## config.mk

```make
export PLATFORM = sky130hd
export DESIGN_NAME = branch_predict_unit
export DESIGN_NICKNAME = d
export VERILOG_FILES = /design/src/rtl/branch_predict_unit.sv
export SDC_FILE = /design/constraint.sdc
export NUM_CORES = 1
export LEC_CHECK = 0
export BUFFER_PORTS_ARGS = -buffer_cell sky130_fd_sc_hd__buf_4
export CAP_MARGIN = 20
export CORE_UTILIZATION = 56
export DETAILED_ROUTE_END_ITERATION = 16
export GPL_TIMING_DRIVEN = 0
export PLACE_DENSITY = 0.78
export SETUP_SLACK_MARGIN = 0.4
export SKIP_LAST_GASP = 1
export SYNTH_ARGS = -nofsm -noshare
export SYNTH_HDL_FRONTEND = slang
export SYNTH_SLANG_ARGS = --single-unit
```

## constraint.sdc

```tcl
create_clock -name clk -period 9.3 [get_ports clk]
set_input_delay 0.93 -clock clk [delete_from_list [all_inputs] [get_ports clk]]
set_output_delay 0.93 -clock clk [all_outputs]
set_load 0.005 [all_outputs]
```

## src/rtl/branch_predict_unit.sv

```systemverilog
// Dynamic branch predictor (bimodal or gshare) with mispredict/flush generation and perf counters.
// Latency: prediction and flush are combinational; table, history and counter updates land at the next edge.
// Backpressure: none; the pipeline holds ex_valid low on bubbles/stalls so each branch resolves once.
module branch_predict_unit #(
    parameter int PC_W   = 32,
    parameter int IDX_W  = 6,
    parameter int CNT_W  = 2,
    parameter int GHR_W  = 6,
    parameter int GSHARE = 1,
    parameter int PERF_W = 32
) (
    input  logic              clk,
    input  logic              rst_n,
    input  logic [PC_W-1:0]   if_pc,
    output logic              if_pred_taken,
    output logic [IDX_W-1:0]  if_pred_idx,
    input  logic              ex_valid,
    input  logic              ex_is_branch,
    input  logic              ex_is_jalr,
    input  logic              ex_pred_taken,
    input  logic [IDX_W-1:0]  ex_pred_idx,
    input  logic              ex_actual_taken,
    output logic              flush,
    output logic              mispredict,
    output logic [PERF_W-1:0] perf_branches,
    output logic [PERF_W-1:0] perf_mispredicts
);

    localparam int DEPTH = 1 << IDX_W;
    localparam logic [CNT_W-1:0] CNT_INIT = CNT_W'((1 << (CNT_W - 1)) - 1);
    localparam logic [CNT_W-1:0] CNT_MAX  = '1;

    logic [CNT_W-1:0] pht [DEPTH];
    logic [GHR_W-1:0] ghr;
    logic [IDX_W-1:0] pc_idx;
    logic [IDX_W-1:0] fetch_idx;
    logic             resolve;
    logic             unused_pc_bits;

    // Instructions are word aligned, so the low two PC bits carry no information.
    assign pc_idx         = if_pc[IDX_W+1:2];
    assign unused_pc_bits = ^{if_pc[PC_W-1:IDX_W+2], if_pc[1:0]};

    generate
        if (GSHARE != 0) begin : g_gshare
            assign fetch_idx = pc_idx ^ IDX_W'(ghr);
        end else begin : g_bimodal
            assign fetch_idx = pc_idx;
        end
    endgenerate

    // Read is of the registered table: a same-cycle update is not bypassed.
    assign if_pred_idx   = fetch_idx;
    assign if_pred_taken = pht[fetch_idx][CNT_W-1];

    assign resolve    = ex_valid & ex_is_branch;
    assign mispredict = resolve & (ex_pred_taken != ex_actual_taken);
    assign flush      = mispredict | (ex_valid & ex_is_jalr);

    always_ff @(posedge clk or negedge rst_n) begin
        if (!rst_n) begin
            for (int i = 0; i < DEPTH; i++) begin
                pht[i] <= CNT_INIT;
            end
            ghr              <= '0;
            perf_branches    <= '0;
            perf_mispredicts <= '0;
        end else begin
            if (resolve) begin
                // Update the entry that produced the prediction, not today's fetch index.
                if (ex_actual_taken) begin
                    if (pht[ex_pred_idx] != CNT_MAX) begin
                        pht[ex_pred_idx] <= pht[ex_pred_idx] + CNT_W'(1);
                    end
                end else begin
                    if (pht[ex_pred_idx] != '0) begin
                        pht[ex_pred_idx] <= pht[ex_pred_idx] - CNT_W'(1);
                    end
                end
                ghr           <= GHR_W'({ghr, ex_actual_taken});
                perf_branches <= perf_branches + PERF_W'(1);
            end
            if (mispredict) begin
                perf_mispredicts <= perf_mispredicts + PERF_W'(1);
            end
        end
    end

endmodule

```

### Word-level counts from Yosys, hierarchy flattened

Index checks and enable logic that the tools add are counted.

| word-level totals | value |
|---|---|
| flip-flop bits (word level) | 198 |
| word-level logic and storage cells | 101 |
| input port bits | 45 |
| output and inout port bits | 73 |

| operators by class | value |
|---|---|
| reductions and logical operators | 4 |
| multiplexer cells | 13 |
| order comparisons | 3 |
| bitwise logic cells | 7 |
| eq/ne operators | 3 |
| add/subtract/negate cells | 4 |

Operator list:

| operator | count |
|---|---|
| $mux 128 | 3 |
| $bwmux 128 | 2 |
| $add 32x1->32 const B | 2 |
| $bmux 2 s6 | 2 |
| $ge 7x7->1 const B | 2 |
| $not 6->7 | 2 |
| $demux 2 s6 | 1 |
| $mux 2 | 5 |
| $lt 7x1->1 const B | 1 |
| $xor 6x6->6 | 1 |
| $reduce_bool 2->1 | 2 |
| $and 1x1->1 | 3 |
| $reduce_and 3->1 | 1 |
| $add 2x1->2 const B | 1 |
| $ne 2x1->1 const B | 1 |
| $ne 2x2->1 const B | 1 |
| $sub 2x1->2 const B | 1 |
| $logic_and 1x1->1 | 1 |
| $ne 1x1->1 | 1 |
| $or 1x1->1 | 1 |

### Logic depth before layout (Yosys ltp)

| depth | value |
|---|---|
| word-level depth | 8 |
| mapped depth | 18 |
| mapped depth without buffers | 13 |

### Least setup slack after synthesis

No wires, ideal clock.

| timing path | value |
|---|---|
| path type | input port to flip-flop |
| start point | input ex_pred_idx[0] |
| end point | register pht[67] (netlist bit) |
| buffers on the path | 3 |
| setup time | 0.125 ns |
| arrival | 3.827 ns |
| path slack | 5.348 ns |
| required time | 9.175 ns |
| cell stages on the path | 15 |
| cell sequence | buf_6 buf_6 buf_6 mux4_2 mux2i_1 o22ai_1 a211oi_1 nand4_1 ha_1 mux2i_1 nand2_1 nor2_2 nand2_1 nor3_1 mux2_2 |

| on the way | value |
|---|---|
| cells in the longest elaborated chain, start to end | 8 |
| elaborated cells between the ends (all ways) | 21 |
| classes of those cells | 2 x add/sub; 2 x order compare; 2 x eq/ne; 10 x mux; 1 x bitwise; 4 x reduce/logical |

RTL lines:

| what | line | source |
|---|---|---|
| start, declared | 21 | `input logic [IDX_W-1:0] ex_pred_idx,` |
| $not 6->7 (implied by the code) * | - |  |
| $bmux 2 s6, or another cell as far along | - |  |
| $mux 2 (implied by the code) or $logic_and 1x1->1 (tied branches) | - |  |
| $mux 2 (on tied branches) | - |  |
| $sub 2x1->2, or another cell as far along | 77 | `pht[ex_pred_idx] <= pht[ex_pred_idx] - CNT_W'(1);` |
| $bwmux 128 (on tied branches) | 77, 73 |  |
| $mux 128 (on tied branches) | 76, 72 |  |
| $mux 128 | 71 | `if (ex_actual_taken) begin` |
| end signal, assigned by index | 73 | `pht[ex_pred_idx] <= pht[ex_pred_idx] + CNT_W'(1);` |
| end signal, assigned by index | 77 |  |
| end, declared | 33 | `logic [CNT_W-1:0] pht [DEPTH];` |

Mark *: on every way between the ends. The rest lies on a longest branch, timed or not. The select of a mux whose other input is x is not followed.
A chain may end at the register's enable or synchronous reset.

### Worst setup path in the final report

| timing path | value |
|---|---|
| start point | input ex_pred_idx[1] |
| end point | register pht[67] (netlist bit) |

Same word-level chain as after synthesis.

==> metrics list <==
- Instance count after placement with tap cells included: between 1,000 and 1,500
- After the first detailed-routing iteration, the DRC count stood at 649.
- Final ANT Viol Nets: 0
* Setup repair after global routing missed its margin: false
- The core region is about 18,000 um^2.
* Top Ports: about 120
* Dominant cell by count in the synthesized netlist: dfrtp_1
* Longest Clk Path Bufs: 2
- Number of antenna violations at the first check in global routing: 0
* First-pass GRT wire length: between 40 and 50 mm
- The die covers roughly 19,000 um^2.
- Required time at the endpoint of the critical path: 9.63 ns
* Routability-driven placement congestion ratio: just under 1
- Count of cells resized by post-cts repair: 0
- Data arrival, critical path: between 5 and 6 ns
* Kind of capture point of the worst setup path: register
- Reg2reg setup slack: 5.10 ns
- Number of iterations in the first detailed-routing pass: 5
* Clock Sinks: between 150 and 200
- Clock insertion delay at the later pin of the skew report: about 0.45 ns
- CP Launch Point: ex_pred_idx[1]
- TritonCTS clock tree: done
- The total overflow left after global routing is 0.
- Row cnt: 49
- Height of the chip: around 140 um
- Routed wire length: about 26 mm
* Post-Synthesis Net Count: 915
- Timing would allow up to roughly 200 MHz.
- Depth of the CTS H-tree: 4
- Clock skew on the completed layout was measured at approximately 0.014 ns.
- Max-capacitance violation count: 0
- The synthesized design contains 0 enable-type register cells.
- Commonest cells post-synth: dfrtp_1 (134), mux2_2 (121), nand2_1 (109)
* Outcome: complete, no violations
- Count of final setup violators: 0
- Sorting the synthesized cells by area gives the leading types as dfrtp_1 (32%), dfstp_2 (16%), mux2_2 (13%).
- Yosys warning total: 0
* CTS clock-pin slew for the worst setup and hold paths: 0.07 ns
- In this run, synthesis produced a sequential element count of 198.
- In the final routed layout, each cell accounts on average for approximately 22 um.
- Relative area change from synthesis to final layout: 15.5%
- Total routing usage reported by global routing: 0.295
* Critical path fanouts, max: 10
- PD cells: ~190 nW/um^2
- Most common flop cell mapped by yosys: dfrtp_1
- Maximum resistive drop on vdd: 176 uV
* CTS Root Buffer Type: clkbuf_16
* Synthesized area per cell: between 10 and 15 um^2
- The number of failing hold endpoints at the final stage was 0.
- The cell area that synthesis handed to floorplanning was 10,300 um^2.
* Detailed-route DRC error count: 0
* Number of buffers inserted by hold repair at cts: 0
* Async S/R FF share, synth: 1.00
* Port Buffer Count: 90
* Via count normalized by instance count: 6.21
* Top-area cell type share of the netlist area: 0.324
* Share of the clock period used by the worst path after layout: 0.523
- Number of buffers created by CTS: 17
- Detailed routing inserted a total of 7,560 vias.
- The worst setup path is launched from a primary input.
* Post-route setup TNS: 0 ns
- In the final layout, the share of cells above drive strength 1 is 0.405.
* Sequential area share after synthesis: 0.487
- Post-route minimum period: about 5 ns
- Entering global routing, the biggest net connects 120 pins.
- Slew at the pin with the worst max-slew slack: about 1.1 ns
- After synthesis, the netlist uses around 70 different library cells.
- Number of nets in the finished design: 1,025
- Number of buffers inserted to repair setup after CTS: 0
- Kind of critical path: primary input to register
- Final standard cell count with taps included and fillers excluded: ~1,200
- The biggest area contributor in the post-synthesis netlist is dfrtp_1.
- Min-Delay Path Class: primary input to async pin
- The number of global-route vias before repair is roughly 7,300.
- For this configuration, the core starts out at a cell density of 0.574.
- Detailed placement finished with a half-perimeter wire length of 18.5 mm.
* Leakage power of the design: roughly 5.3 nW
- Measured along the x axis, the die boundary spans between 100 and 150 um.
- The total count of max-transition violations in the final report was 0.
- Cells after synthesis: about 870
- Worst-case headroom to the max-slew limit: 0.242
- ANT cells: 0
==> metal layers <==
| metal | vias up | GRT usage | part of all wire |
|---|---|---|---|
| met2 | 400 | 0.436 | 0.45 |
| met4 | 0 | 0.132 | 0.042 |
| met3 | 84 | 0.0782 | 0.094 |
| li1 | 3362 | - | - |
| met1 | 3714 | 0.407 | 0.42 |
| met5 | - | 0 | 0 |
==> critical path, stage by stage <==
cell	delay [ns]
buf_4	0.13
buf_6	0.18
buf_2	0.32
buf_4	0.26
buf_2	0.32
mux2i_1	0.28
o22ai_1	0.14
a211oi_1	0.27
nand4_1	0.14
ha_1	0.20
mux2i_1	0.19
nand2_1	0.23
nor2_2	0.37
nand2_1	0.39
nor3_1	0.45
mux2_2	0.38
==> layout make-up <==
| class | count | area, um^2 |
|---|---|---|
| fillers | 1370 | 6070 |
| flip-flops and latches | 198 | 5030 |
| multi-input cells | 621 | 5000 |
| repair buffers | 91 | 711 |
| clock buffers | 17 | 425 |
| well taps | 229 | 287 |
| plain buffers | 37 | 268 |
| clock inverters | 15 | 184 |
| inverters | 10 | 37.5 |
==> where the power goes <==
part	total [mW]	switching [mW]	leakage, nW	internal (mW)
Sequential	1.03	0.0721	2.48	0.959
Combinational	0.458	0.251	2.49	0.206
Clock	0.757	0.370	0.293	0.387
Total	2.25	0.693	5.26	1.55
==> placed cells by master (no fill, tap or decap), types with 5 or more instances in the layout <==
master	count
inv_1	7
a21oi_1	11
o21ai_2	21
buf_2	7
nor2b_1	5
clkbuf_1	12
nand2b_1	5
o22ai_1	7
buf_4	94
clkbuf_16	17
mux2_2	121
dfstp_2	64
and2_1	7
mux2i_1	24
and3_1	8
xnor2_1	53
nor2_1	48
nor3_1	9
nand3_1	37
a22oi_1	10
buf_6	12
nand3b_1	6
xor2_1	15
dfrtp_1	134
nand4_1	18
nand2_1	109
and4_1	8
mux4_2	18
==> through the flow <==
step	power (mW)	worst slack, ns	instance area, um^2	hold WS (ns)	util
global route	2.33	4.23	12000	0.484	0.663
global placement	1.48	4.17	11300	0.451	0.627
finish	2.25	4.43	12000	0.462	0.663
detailed placement	1.49	4.10	11300	0.454	0.629
CTS	2.25	4.58	12000	0.465	0.663
floorplan	1.30	5.35	10300	0.441	-
==> kinds of logic (layout without fill, tap and decap cells) <==
family / after synthesis / after routing / share of synthesized area
mux: 171 / 171 / 0.208
fa+ha+maj: 4 / 4 / 0.00484
buf+inv: 47 / 170 / 0.0295
xor+xnor: 70 / 70 / 0.0607
simple gates: 285 / 285 / 0.140
flops: 198 / 198 / 0.487
compound gates: 91 / 91 / 0.0702
==> path summary, 6_finish.rpt <==
| kind | cells past startpoint | end |
|---|---|---|
| setup / recovery | 16 | pht[67] |
| hold / removal | 1 | pht[27] |
| setup reg to reg | 13 | pht[67] |
| hold reg to reg | 2 | register |
| max in group asynchronous | 2 | pht[39] |
| min in group clk | 2 | register |
Note: power is estimated with default switching activity, not from simulation.
